**src/rtl/spi_rx_deser.sv**
```systemverilog
// spi_rx_deser: receive-side deserializer for the ILI9341 SPI read path.
// Drops the leading dummy clocks, assembles MSB-first words from MISO and
// buffers them in a small FIFO that is drained over a valid/ready handshake.
module spi_rx_deser #(
    parameter int DW         = 8,
    parameter int DUMMY_BITS = 1,
    parameter int FIFO_DEPTH = 4,
    parameter int LEN_W      = 4
) (
    input  logic             clk,
    input  logic             rst,
    input  logic             i_start,
    input  logic [LEN_W-1:0] i_len,
    input  logic             i_sample_en,
    input  logic             i_miso,
    input  logic             i_cs,
    output logic [DW-1:0]    o_data,
    output logic             o_valid,
    input  logic             i_ready,
    output logic             o_busy,
    output logic             o_done,
    output logic             o_abort,
    output logic             o_overflow
);
    localparam int BCW = (DW > 2) ? $clog2(DW) : 1;
    localparam int DCW = (DUMMY_BITS > 1) ? $clog2(DUMMY_BITS) : 1;
    localparam int AW  = $clog2(FIFO_DEPTH);

    typedef enum logic [1:0] {S_IDLE, S_DUMMY, S_SHIFT, S_DONE} state_t;

    state_t           state_q;
    logic [DW-1:0]    sh_q;
    logic [BCW-1:0]   bit_cnt_q;
    logic [DCW-1:0]   dcnt_q;
    logic [LEN_W-1:0] words_left_q;
    logic             cs_q;
    logic             done_q;
    logic             abort_q;
    logic             ovf_q;

    logic [DW-1:0]    mem [FIFO_DEPTH];
    logic [AW-1:0]    wr_ptr_q, wr_ptr_d;
    logic [AW-1:0]    rd_ptr_q, rd_ptr_d;
    logic [AW:0]      cnt_q, cnt_d;

    logic             valid_smp;
    logic             capturing;
    logic             abort_now;
    logic             word_end;
    logic [DW-1:0]    push_word;
    logic             fifo_full;
    logic             fifo_empty;
    logic             pop;
    logic             push_ok;
    logic             drop;

    // A strobe only counts while the panel is selected.
    assign valid_smp  = i_sample_en & ~i_cs;
    assign capturing  = (state_q == S_DUMMY) || (state_q == S_SHIFT);
    // Only a CS rising edge aborts, so a capture armed while CS is still high
    // simply waits for CS to drop.
    assign abort_now  = capturing & i_cs & ~cs_q;
    assign push_word  = {sh_q[DW-2:0], i_miso};
    assign word_end   = (state_q == S_SHIFT) & valid_smp & ~abort_now &
                        (bit_cnt_q == BCW'(DW - 1));
    assign fifo_full  = (cnt_q == (AW+1)'(FIFO_DEPTH));
    assign fifo_empty = (cnt_q == '0);
    assign pop        = ~fifo_empty & i_ready;
    // A pop in the same cycle frees the slot, so a full FIFO still accepts.
    assign push_ok    = word_end & (~fifo_full | pop);
    assign drop       = word_end & fifo_full & ~pop;

    assign o_data     = fifo_empty ? '0 : mem[rd_ptr_q];
    assign o_valid    = ~fifo_empty;
    assign o_busy     = capturing;
    assign o_done     = done_q;
    assign o_abort    = abort_q;
    assign o_overflow = ovf_q;

    // Capture FSM: dummy skipping, bit assembly, word counting, status pulses.
    always_ff @(posedge clk or negedge rst) begin
        if (!rst) begin
            state_q      <= S_IDLE;
            sh_q         <= '0;
            bit_cnt_q    <= '0;
            dcnt_q       <= '0;
            words_left_q <= '0;
            cs_q         <= 1'b1;
            done_q       <= 1'b0;
            abort_q      <= 1'b0;
            ovf_q        <= 1'b0;
        end else begin
            cs_q    <= i_cs;
            done_q  <= 1'b0;
            abort_q <= 1'b0;
            if (drop) begin
                ovf_q <= 1'b1;
            end
            case (state_q)
                S_IDLE: begin
                    if (i_start) begin
                        if (i_len == '0) begin
                            done_q <= 1'b1;
                        end else begin
                            words_left_q <= i_len;
                            ovf_q        <= 1'b0;
                            bit_cnt_q    <= '0;
                            dcnt_q       <= '0;
                            sh_q         <= '0;
                            state_q      <= (DUMMY_BITS == 0) ? S_SHIFT : S_DUMMY;
                        end
                    end
                end
                S_DUMMY: begin
                    if (abort_now) begin
                        state_q <= S_IDLE;
                        abort_q <= 1'b1;
                    end else if (valid_smp) begin
                        if (dcnt_q == DCW'(DUMMY_BITS - 1)) begin
                            state_q <= S_SHIFT;
                        end else begin
                            dcnt_q <= dcnt_q + DCW'(1);
                        end
                    end
                end
                S_SHIFT: begin
                    if (abort_now) begin
                        state_q <= S_IDLE;
                        abort_q <= 1'b1;
                    end else if (valid_smp) begin
                        sh_q <= push_word;
                        if (bit_cnt_q == BCW'(DW - 1)) begin
                            bit_cnt_q    <= '0;
                            words_left_q <= words_left_q - LEN_W'(1);
                            if (words_left_q == LEN_W'(1)) begin
                                state_q <= S_DONE;
                                done_q  <= 1'b1;
                            end
                        end else begin
                            bit_cnt_q <= bit_cnt_q + BCW'(1);
                        end
                    end
                end
                default: begin
                    state_q <= S_IDLE;
                end
            endcase
        end
    end

    // FIFO pointer and occupancy next-state; pointers wrap naturally.
    always_comb begin
        wr_ptr_d = wr_ptr_q;
        rd_ptr_d = rd_ptr_q;
        cnt_d    = cnt_q;
        if (push_ok) begin
            wr_ptr_d = wr_ptr_q + AW'(1);
        end
        if (pop) begin
            rd_ptr_d = rd_ptr_q + AW'(1);
        end
        if (push_ok && !pop) begin
            cnt_d = cnt_q + (AW+1)'(1);
        end else if (!push_ok && pop) begin
            cnt_d = cnt_q - (AW+1)'(1);
        end
    end

    // FIFO pointer registers; reset empties the buffer.
    always_ff @(posedge clk or negedge rst) begin
        if (!rst) begin
            wr_ptr_q <= '0;
            rd_ptr_q <= '0;
            cnt_q    <= '0;
        end else begin
            wr_ptr_q <= wr_ptr_d;
            rd_ptr_q <= rd_ptr_d;
            cnt_q    <= cnt_d;
        end
    end

    // FIFO storage; contents need no reset because occupancy gates the output.
    always_ff @(posedge clk) begin
        if (push_ok) begin
            mem[wr_ptr_q] <= push_word;
        end
    end

endmodule
```
**config.mk**
```make
export PLATFORM = sky130hd
export DESIGN_NAME = spi_rx_deser
export DESIGN_NICKNAME = d
export VERILOG_FILES = /design/src/rtl/spi_rx_deser.sv
export SDC_FILE = /design/constraint.sdc
export NUM_CORES = 1
export LEC_CHECK = 0
export CAP_MARGIN = 20
export CORE_MARGIN = 3
export CORE_UTILIZATION = 57
export DETAILED_ROUTE_END_ITERATION = 12
export MAX_ROUTING_LAYER = met4
export PLACE_DENSITY = 0.79
export SLEW_MARGIN = 10
export SYNTH_ARGS = -nofsm -noshare
export SYNTH_HDL_FRONTEND = slang
export SYNTH_SLANG_ARGS = --single-unit
export TNS_END_PERCENT = 30
```
**constraint.sdc**
```tcl
create_clock -name clk -period 3.2 [get_ports clk]
set_clock_uncertainty 0.05 [all_clocks]
set_input_delay 0.32 -clock clk [delete_from_list [all_inputs] [get_ports clk]]
set_output_delay 0.32 -clock clk [all_outputs]
set_load 0.05 [all_outputs]
```
==> reports/metrics.yaml, run 1 <==
run_status:
  status: "completed"
cts:
  insertion_delay_ns: 0.32
  cts-buffers-inserted: 9
  cts.sinks: 59
  cts_setup_buffers: 0
  cts_tree: "built"
  cts_resized: 0
  h-tree-depth: 3
  cts_hold_buf: 0
  cts-root-buf: "clkbuf_8"
  clkSlewWorstSetupHoldPaths_ns: 0.06
  cts_buffer_depth: 2
sta:
  finalMaxSlewViolations: 0
  period_share_pct: 88.7
  fin_tns_setup_ns: 0
  setup_ws_ns: 0.361
  setup_viol: 0
  max_freq_ghz: 0.352
  min_period_ns: 2.84
  rsz0062_at_grt: "no"
  worst-slew-pin-transition_ns: 0.580
  final_hold_viol_count: 0
  maxSlewHeadroom_pct: 61.3
routing:
  wl_per_cell_um: 16.8
  drtAntennaViolNets: 0
  firstDrtPassIters: 4
  drc: 0
  num_vias: 1643
  drt-total-wl_mm: 4.78
  first_iter_violations: 70
  viasPerCell: 5.79
layout:
  drive_gt1_share_pct: 13.4
  antennaDiodeCount: 0
  nets: 252
  syn_to_final_growth_pct: 16.6
critical_path:
  cp_max_fo: 10
  rr_worst_depth: 11
  crit-reg2reg-capture: "cnt_q[2]"
  startpoint_type: "register"
  end_kind: "output pin"
  setup.worst_path.end: "o_data[6]"
  crit_start: "rd_ptr_q[0]"
  worstPathRequired_ns: 2.83
  r2r_start: "bit_cnt_q[0]"
  critical_path_class: "register to output pin"
  rrSetupSlack_ns: 0.52
  cp.arrival_ns: 2.47
floorplanning:
  die_h_um: 75.2
  core-area_mm2: 0.00447
  num_rows: 24
  die_width_um: 75.2
  io_pins: 24
  dieArea_mm2: 0.00565
  initial_core_util_pct: 61.0
synthesis:
  syn-num-nets: 225
  synth_compound_gate_area_share_pct: 5.87
  synth_warnings: 0
  synth_simple_gate_area_share_pct: 13.2
  synth_cell_type_count: 39
  synth_xor_area_share_pct: 1.93
  post_synth_fa_ha_maj_area_fraction_pct: 6.69
  syn_area_mm2: 0.00273
  syn_avg_cell_area_um2: 13.6
  ys_seq_area_share_pct: 60.0
  muxShareOfSynthArea_pct: 8.62
  netlist_instances: 200
  synth_top_family_by_area: "simple AND/OR/NAND/NOR gates"
  synth-seq-cells: 59
place:
  io_buffers: 23
  dpl_worst_slack_ns: 0.529
  dp_hpwl_mm: 3.35
  gp_congestion: 0.854
global_routing:
  grt_pass1_vias: 1678
  grt_pass1_wl_mm: 7.76
  grt_max_degree: 33
  grtUsageTotal_pct: 19.6
  grt_remaining_overflow: 0
  antenna_found_initial: 0
power:
  power_density_mw_per_mm2: 918
  vdd_drop_max_mv: 0.528
  p_leak_nw: 1.26
run:
  max_cap_viol_count: 0
hold_path:
  hold_class: "input port to async pin"
==> stage by stage <==
| step | util [%] | instances | instance area, um^2 | power (W) | hold WS [ns] |
|---|---|---|---|---|---|
| global route | 71.1 | 284 | 3180 | 0.00307 | 0.352 |
| finish | 71.1 | 284 | 3180 | 0.00292 | 0.319 |
| CTS | 71.1 | 284 | 3180 | 0.00294 | 0.329 |
| floorplan | - | 200 | 2730 | 0.00198 | -0.0256 |
| detailed placement | 66.7 | 268 | 2980 | 0.00227 | 0.423 |
| global placement | 66.7 | 268 | 2980 | 0.00221 | 0.417 |
==> power by group <==
part / internal, W / total (W) / switching (W)
registers: 0.000906 / 0.00106 / 0.000151
logic: 0.000503 / 0.00119 / 0.000687
clock network: 0.000402 / 0.000672 / 0.000269
total: 0.00181 / 0.00292 / 0.00111
==> cells by family after synthesis <==
family	after synthesis
fa+ha+maj	14
simple gates	63
compound gates	25
flops	59
buf+inv	20
xor+xnor	6
mux	13
==> per-layer routing <==
metal  track usage (%)  wire length [um]  part of all wire [%]
met5                 -                 0                     0
met1              21.1              1940                    41
met2              34.0              2570                    54
met3              4.54               237                   5.0
met4              9.32                29                  0.61
==> registers in the layout (all words and copies together) (netlist names) <==
signal and count:
words_left_q 4, cnt_q 3, o_abort 1, cs_q 1
mem 32, o_overflow 1, bit_cnt_q 3, wr_ptr_q 2
sh_q 7, o_done 1, state_q 2, rd_ptr_q 2
==> synthesized netlist by cell type <==
| master | count | area share (%) |
|---|---|---|
| mux2i_1 | 1 | 0.37 |
| and2_1 | 12 | 2.8 |
| nor4b_4 | 1 | 0.87 |
| a32o_1 | 1 | 0.37 |
| fa_1 | 1 | 0.73 |
| xor2_1 | 2 | 0.64 |
| buf_2 | 3 | 0.55 |
| o21ai_0 | 12 | 2.2 |
| a21oi_1 | 3 | 0.55 |
| o211ai_1 | 1 | 0.28 |
| nand2b_1 | 4 | 0.92 |
| nor3b_1 | 1 | 0.28 |
| a221o_2 | 1 | 0.41 |
| buf_6 | 3 | 1.2 |
| mux2_1 | 1 | 0.41 |
| a211o_1 | 4 | 1.3 |
| o32ai_1 | 1 | 0.32 |
| nand3_1 | 4 | 0.73 |
| nand3b_1 | 2 | 0.55 |
| nand2_1 | 23 | 3.2 |
| nor2_1 | 3 | 0.41 |
| clkbuf_1 | 4 | 0.55 |
| xnor2_1 | 4 | 1.3 |
| edfxtp_1 | 32 | 35 |
| nor4_2 | 1 | 0.46 |
| dfrtp_1 | 26 | 24 |
| nor4b_1 | 3 | 0.96 |
| o21ai_1 | 1 | 0.18 |
| mux4_2 | 8 | 6.6 |
| a21o_1 | 1 | 0.28 |
| dfstp_2 | 1 | 0.96 |
| ha_1 | 13 | 6.0 |
| mux2_2 | 3 | 1.2 |
| and3_1 | 2 | 0.46 |
| or4b_1 | 1 | 0.37 |
| inv_1 | 10 | 1.4 |
| nor3_1 | 3 | 0.55 |
| nor2b_1 | 2 | 0.46 |
| or3_1 | 1 | 0.23 |
==> placed cells by master (no fill, tap or decap), drive strengths merged, types with 2 or more instances in the layout <==
cell type      count
nor4b              4
edfxtp            32
a211o              4
clkdlybuf4s50     23
xnor2              4
nand3              4
nand3b             2
nor2               3
buf                3
ha                13
nor3               3
and3               2
nand2b             4
xor2               2
and2              12
mux2               4
clkbuf            14
nor2b              2
o21ai             13
inv               10
mux4               8
dfrtp             26
nand2             23
a21oi              3
==> worst max-delay path, stage by stage, from the launching register on <==
cell and delay, ns:
dfrtp_1 0.71, mux4_2 0.57, and2_1 0.17, clkdlybuf4s50_1 0.70
==> cell type report <==
type	count	area [um^2]
fill	294	1290
inverter	10	37.5
clock inverter	2	35.0
timing repair buffer	26	253
multi-input combinational	121	990
sequential	59	1640
clock buffer	14	163
tap	52	65.1
==> worst min path at each step <==
stage | from | to | slack (ns) | depth (start not counted)
after global placement | cnt_q[2] | cnt_q[2] | 0.42 | 1
after detailed placement | cnt_q[2] | cnt_q[2] | 0.42 | 1
after global routing | rst | words_left_q[3] | 0.35 | 2
final | rst | rd_ptr_q[0] | 0.32 | 2
after floorplan | rst | bit_cnt_q[0] | -0.03 | 0
after CTS | rst | rd_ptr_q[1] | 0.33 | 2
(Power assumes the default switching activity.)
==> run 2, diff against run 1 <==
--- a/config.mk
+++ b/config.mk
@@ -5,7 +5,6 @@
 export SDC_FILE = /design/constraint.sdc
 export NUM_CORES = 1
 export LEC_CHECK = 0
-export CAP_MARGIN = 20
 export CORE_MARGIN = 3
 export CORE_UTILIZATION = 57
 export DETAILED_ROUTE_END_ITERATION = 12
==> constraint.sdc (replaced) <==
create_clock -name clk -period 2.9 [get_ports clk]
set_clock_uncertainty 0.05 [all_clocks]
set_input_delay 0.29 -clock clk [delete_from_list [all_inputs] [get_ports clk]]
set_output_delay 0.29 -clock clk [all_outputs]
set_load 0.05 [all_outputs]
==> reports/metrics.yaml, run 2 (same netlist as run 1, synthesis figures left out) <==
global_routing:
  grt_pass1_wl_mm: 7.32  # was 7.76 mm
  grt_pass1_vias: 1590  # was 1,678
  grt_remaining_overflow: 0  # unchanged
  antenna_found_initial: 0  # unchanged
  grt_max_degree: 33  # unchanged
  grtUsageTotal_pct: 18.7  # was 19.6%
routing:
  viasPerCell: 5.64  # was 5.79
  firstDrtPassIters: 4  # unchanged
  num_vias: 1612  # was 1,643
  drt-total-wl_mm: 4.53  # was 4.78 mm
  first_iter_violations: 105  # was 70
  wl_per_cell_um: 15.8  # was 16.8 um
  drc: 0  # unchanged
  drtAntennaViolNets: 0  # unchanged
cts:
  clkSlewWorstSetupHoldPaths_ns: 0.07  # was 0.06 ns
  cts-root-buf: "clkbuf_8"  # unchanged
  h-tree-depth: 3  # unchanged
  cts_hold_buf: 0  # unchanged
  cts-buffers-inserted: 9  # unchanged
  cts.sinks: 59  # unchanged
  insertion_delay_ns: 0.33  # was 0.32 ns
  cts_setup_buffers: 0  # unchanged
  cts_tree: "built"  # unchanged
  cts_resized: 0  # unchanged
  cts_buffer_depth: 2  # unchanged
critical_path:
  critical_path_class: "register to output pin"  # unchanged
  path_cells: "mux4_2 -> and2_1 -> clkdlybuf4s50_1"  # unchanged
  cp.depth: 3  # unchanged
  startpoint_type: "register"  # unchanged
  end_kind: "output pin"  # unchanged
  cp_max_fo: 9  # was 10
  crit_buf_inv: 1  # unchanged
  max_stage_delay_ns: 0.69  # was 0.71 ns
  cp.arrival_ns: 2.27  # was 2.47 ns
  rr_worst_depth: 10  # was 11
  worstPathRequired_ns: 2.56  # was 2.83 ns
  crit_slowest_cell: "clkdlybuf4s50_1"  # was dfrtp_1
  cp_top_family: "buffers and inverters"  # was flip-flops
hold_path:
  hold_class: "input port to async pin"  # unchanged
sta:
  worst-slew-pin-transition_ns: 0.526  # was 0.580 ns
  fin_tns_setup_ns: 0  # unchanged
  whs_ns: 0.287  # was 0.319 ns
  setup_viol: 0  # unchanged
  finalMaxSlewViolations: 0  # unchanged
  min_period_ns: 2.61
  max_freq_ghz: 0.383
  period_share_pct: 90.1
  maxSlewHeadroom_pct: 64.9  # was 61.3%
  final_hold_viol_count: 0  # unchanged
  rsz0062_at_grt: "no"  # unchanged
floorplanning:
  io_pins: 24  # unchanged
  num_rows: 24  # unchanged
  die_width_um: 75.2  # unchanged
  core-area_mm2: 0.00447  # unchanged
  dieArea_mm2: 0.00565  # unchanged
  initial_core_util_pct: 61.0  # unchanged
  die_h_um: 75.2  # unchanged
place:
  place_area_mm2: 0.00300  # was 0.00298 mm^2
  dp_hpwl_mm: 3.09  # was 3.35 mm
  io_buffers: 23  # unchanged
  gp_congestion: 0.873  # was 0.854
  place_inst: 270  # was 268
power:
  netSwitchingFraction_pct: 35.9  # was 37.9%
  p_sw_w: 0.00122  # was 0.00111 W
  vdd_drop_max_mv: 0.523  # was 0.528 mV
  power_frac_clock_pct: 27.0  # was 23.0%
  p_int_w: 0.00218  # was 0.00181 W
  power_density_mw_per_mm2: 1050  # was 918 mW/mm^2
  p_leak_nw: 1.29  # was 1.26 nW
  seqPwrFrac_pct: 34.3  # was 36.2%
  p_comb_share_pct: 38.7  # was 40.8%
layout:
  reg_top3: "mem x32, sh_q x7, words_left_q x4"  # unchanged
  fillers: 284  # was 294
  multi_input_area_um2: 990  # unchanged
  final_cell_count_no_fill: 286  # was 284
  regArea_mm2: 0.00164  # about the same
  design_area_mm2: 0.00325  # was 0.00318 mm^2
  largest_reg_flops: 32  # unchanged
  antennaDiodeCount: 0  # unchanged
  final_cell_mix: "edfxtp_1 (32), dfrtp_1 (25), nand2_1 (23), clkdlybuf4s50_1 (23), ha_1 (13)"  # was edfxtp_1 (32), dfrtp_1 (26), nand2_1 (23), clkdlybuf4s50_1 (23), ha_1 (13)
  drive_gt1_share_pct: 15.4  # was 13.4%
  final_common_cell: "edfxtp_1"  # unchanged
  top_register: "mem"  # unchanged
  syn_to_final_growth_pct: 19.1  # was 16.6%
  nets: 254  # was 252
run_status:
  status: "completed"  # unchanged
run:
  max_cap_viol_count: 0  # unchanged
-- run 2: worst register-to-register path: stages, from the launching register on --
cell and delay (ns):
dfrtp_1 0.41, ha_1 0.18, ha_1 0.19, and3_1 0.21, nor2b_1 0.19, ha_1 0.20
inv_1 0.06, fa_1 0.37, xor2_1 0.15, nor2_1 0.13, xor2_1 0.17
-- run 2: cell type report --
cell class	instances	share of cell area [%]
Inverter	10	1.16
Timing Repair Buffer	28	8.24
Clock buffer	11	4.66
Clock inverter	5	3.04
Multi-Input combinational cell	121	30.5
Tap cell	52	2.00
Sequential cell	59	50.4
-- run 2: metrics by stage --
stage	util, %	worst slack, ns	total power [W]
after detailed placement	67.0	0.363	0.00250
after global routing	72.6	0.171	0.00358
after global placement	67.0	0.441	0.00245
final	72.6	0.288	0.00340
after CTS	72.6	0.0707	0.00343
after floorplan	-	0.468	0.00219
-- run 2: routing by layer --
metal	routed length (um)	vias to the layer above	share of wire [%]	track usage [%]
met5	0	-	0	-
met4	93	0	2.1	8.74
met3	168	9	3.7	6.41
met2	2320	34	51	29.3
met1	1950	789	43	21.7
li1	-	780	-	-
-- run 2: path summary, 6_finish.rpt --
check	startpoint	to	slack [ns]
max	rd_ptr_q[0]	o_data[0]	0.29
min	rst	rd_ptr_q[1]	0.29
max reg2reg	bit_cnt_q[0]	cnt_q[2]	0.52
min reg2reg	bit_cnt_q[1]	bit_cnt_q[1]	0.44
max in group asynchronous	rst	cs_q	2.20
min in group clk	i_cs	cs_q	0.39
-- run 2: power by group through the flow --
stage               combinational (W)  clock, W  sequential [W]
finish                        0.00131  0.000917         0.00117
global route                  0.00141  0.000971         0.00119
CTS                           0.00133  0.000937         0.00117
detailed placement            0.00132         0         0.00118
global placement              0.00128         0         0.00117
floorplan                     0.00108         0         0.00111
==> run 3, diff against run 2 <==
--- a/config.mk
+++ b/config.mk
@@ -9,7 +9,7 @@
 export CORE_UTILIZATION = 57
 export DETAILED_ROUTE_END_ITERATION = 12
 export MAX_ROUTING_LAYER = met4
-export PLACE_DENSITY = 0.79
+export PLACE_DENSITY = 0.86
 export SLEW_MARGIN = 10
 export SYNTH_ARGS = -nofsm -noshare
 export SYNTH_HDL_FRONTEND = slang
==> reports/metrics.yaml, run 3 (same netlist as run 1, synthesis figures left out) <==
power:
  power_density_mw_per_mm2: 1030  # was 1050 mW/mm^2
  p_sw_w: 0.00121  # was 0.00122 W
  p_int_w: 0.00213  # was 0.00218 W
  p_comb_share_pct: 40.2  # was 38.7%
  netSwitchingFraction_pct: 36.2  # was 35.9%
  seqPwrFrac_pct: 33.7  # was 34.3%
  p_leak_nw: 1.29  # about the same
  vdd_drop_max_mv: 0.502  # was 0.523 mV
  power_frac_clock_pct: 26.1  # was 27.0%
layout:
  largest_reg_flops: 32  # unchanged
  final_common_cell: "edfxtp_1"  # unchanged
  top_register: "mem"  # unchanged
  fillers: 284  # unchanged
  multi_input_area_um2: 990  # unchanged
  reg_top3: "mem x32, sh_q x7, words_left_q x4"  # unchanged
  drive_gt1_share_pct: 14.5  # was 15.4%
  nets: 254  # unchanged
  final_cell_mix: "edfxtp_1 (32), dfrtp_1 (26), nand2_1 (23), clkdlybuf4s50_1 (23), ha_1 (13)"  # was edfxtp_1 (32), dfrtp_1 (25), nand2_1 (23), clkdlybuf4s50_1 (23), ha_1 (13)
  design_area_mm2: 0.00323  # was 0.00325 mm^2
  syn_to_final_growth_pct: 18.3  # was 19.1%
  regArea_mm2: 0.00164  # about the same
  antennaDiodeCount: 0  # unchanged
place:
  place_area_mm2: 0.00300  # unchanged
  io_buffers: 23  # unchanged
  dp_hpwl_mm: 2.97  # was 3.09 mm
  gp_congestion: 0.828  # was 0.873
global_routing:
  grtUsageTotal_pct: 18.4  # was 18.7%
  grt_max_degree: 33  # unchanged
  grt_remaining_overflow: 0  # unchanged
  grt_pass1_vias: 1599  # was 1,590
  antenna_found_initial: 0  # unchanged
  grt_pass1_wl_mm: 7.33  # was 7.32 mm
cts:
  insertion_delay_ns: 0.32  # was 0.33 ns
  cts_hold_buf: 0  # unchanged
  cts_tree: "built"  # unchanged
  cts_buffer_depth: 2  # unchanged
  cts-root-buf: "clkbuf_8"  # unchanged
  clkSlewWorstSetupHoldPaths_ns: 0.06  # was 0.07 ns
  cts_resized: 0  # unchanged
  cts.sinks: 59  # unchanged
  h-tree-depth: 3  # unchanged
  cts-buffers-inserted: 9  # unchanged
  cts_setup_buffers: 0  # unchanged
sta:
  finalMaxSlewViolations: 0  # unchanged
  max_freq_ghz: 0.386  # was 0.383 GHz
  maxSlewHeadroom_pct: 65.5  # was 64.9%
  final_hold_viol_count: 0  # unchanged
  rsz0062_at_grt: "no"  # unchanged
  fin_tns_setup_ns: 0  # unchanged
  worst-slew-pin-transition_ns: 0.518  # was 0.526 ns
  min_period_ns: 2.59  # was 2.61 ns
  period_share_pct: 89.4  # was 90.1%
  setup_viol: 0  # unchanged
critical_path:
  rr_worst_depth: 10  # unchanged
  worstPathRequired_ns: 2.56  # about the same
  crit-reg2reg-capture: "cnt_q[2]"  # unchanged
  end_kind: "output pin"  # unchanged
  rrSetupSlack_ns: 0.53  # was 0.52 ns
  critical_path_class: "register to output pin"  # unchanged
  cp_max_fo: 10  # was 9
  startpoint_type: "register"  # unchanged
  r2r_start: "bit_cnt_q[0]"  # unchanged
  cp.arrival_ns: 2.25  # was 2.27 ns
routing:
  num_vias: 1594  # was 1,612
  wl_per_cell_um: 15.2  # was 15.8 um
  drc: 0  # unchanged
  firstDrtPassIters: 4  # unchanged
  viasPerCell: 5.57  # was 5.64
  drt-total-wl_mm: 4.35  # was 4.53 mm
  drtAntennaViolNets: 0  # unchanged
  first_iter_violations: 78  # was 105
hold_path:
  hold_class: "input port to async pin"  # unchanged
run_status:
  status: "completed"  # unchanged
floorplanning:
  core-area_mm2: 0.00447  # unchanged
  num_rows: 24  # unchanged
  initial_core_util_pct: 61.0  # unchanged
  die_width_um: 75.2  # unchanged
  io_pins: 24  # unchanged
  die_h_um: 75.2  # unchanged
  dieArea_mm2: 0.00565  # unchanged
run:
  max_cap_viol_count: 0  # unchanged
[run 3: layout make-up]
class / instances / area share, %
Multi-Input combinational cell: 121 / 30.6
Clock inverter: 6 / 3.22
Clock buffer: 10 / 3.95
Timing Repair Buffer: 28 / 8.29
Tap cell: 52 / 2.01
Inverter: 10 / 1.16
Sequential cell: 59 / 50.7
[run 3: power groups by stage]
stage / Combinational [W] / Clock (W) / Sequential (W)
finish: 0.00134 / 0.000872 / 0.00112
floorplan: 0.00108 / 0 / 0.00111
global placement: 0.00132 / 0 / 0.00114
detailed placement: 0.00135 / 0 / 0.00114
global route: 0.00146 / 0.000926 / 0.00115
CTS: 0.00136 / 0.000887 / 0.00113
[run 3: metrics by stage]
step	total power (W)	hold WS, ns	cells	util, %	setup slack, ns
2_1_floorplan	0.00219	-0.0556	200	-	0.468
3_3_place_gp	0.00245	0.418	270	67.0	0.485
3_5_place_dp	0.00250	0.432	270	67.0	0.386
4_1_cts	0.00337	0.306	286	72.2	0.272
5_1_grt	0.00353	0.327	286	72.2	0.205
6_report	0.00334	0.299	286	72.2	0.306
[run 3: how the worst max path moves through the flow]
stage / endpoint / startpoint / cells after the start
after CTS: o_data[1] / rd_ptr_q[0] / 4
after global routing: o_data[7] / rd_ptr_q[0] / 4
after floorplan: cnt_q[1] / bit_cnt_q[0] / 9
final: o_data[1] / rd_ptr_q[0] / 4
after global placement: cnt_q[2] / i_sample_en / 10
after detailed placement: cnt_q[2] / i_sample_en / 10
[run 3: metal layers]
layer  routed length [um]  vias to the layer above  GRT usage (%)
met3                  163                        5           5.34
met1                 1830                      777           22.4
li1                     -                      779              -
met2                 2290                       33           29.5
met4                   65                        0           6.41
met5                    0                        -              -
[run 3: critical path, cell delays in order, from the launching register on]
cell and delay, ns:
dfrtp_1 0.32, buf_4 0.22, mux4_2 0.53, and2_1 0.17, clkdlybuf4s50_1 0.69
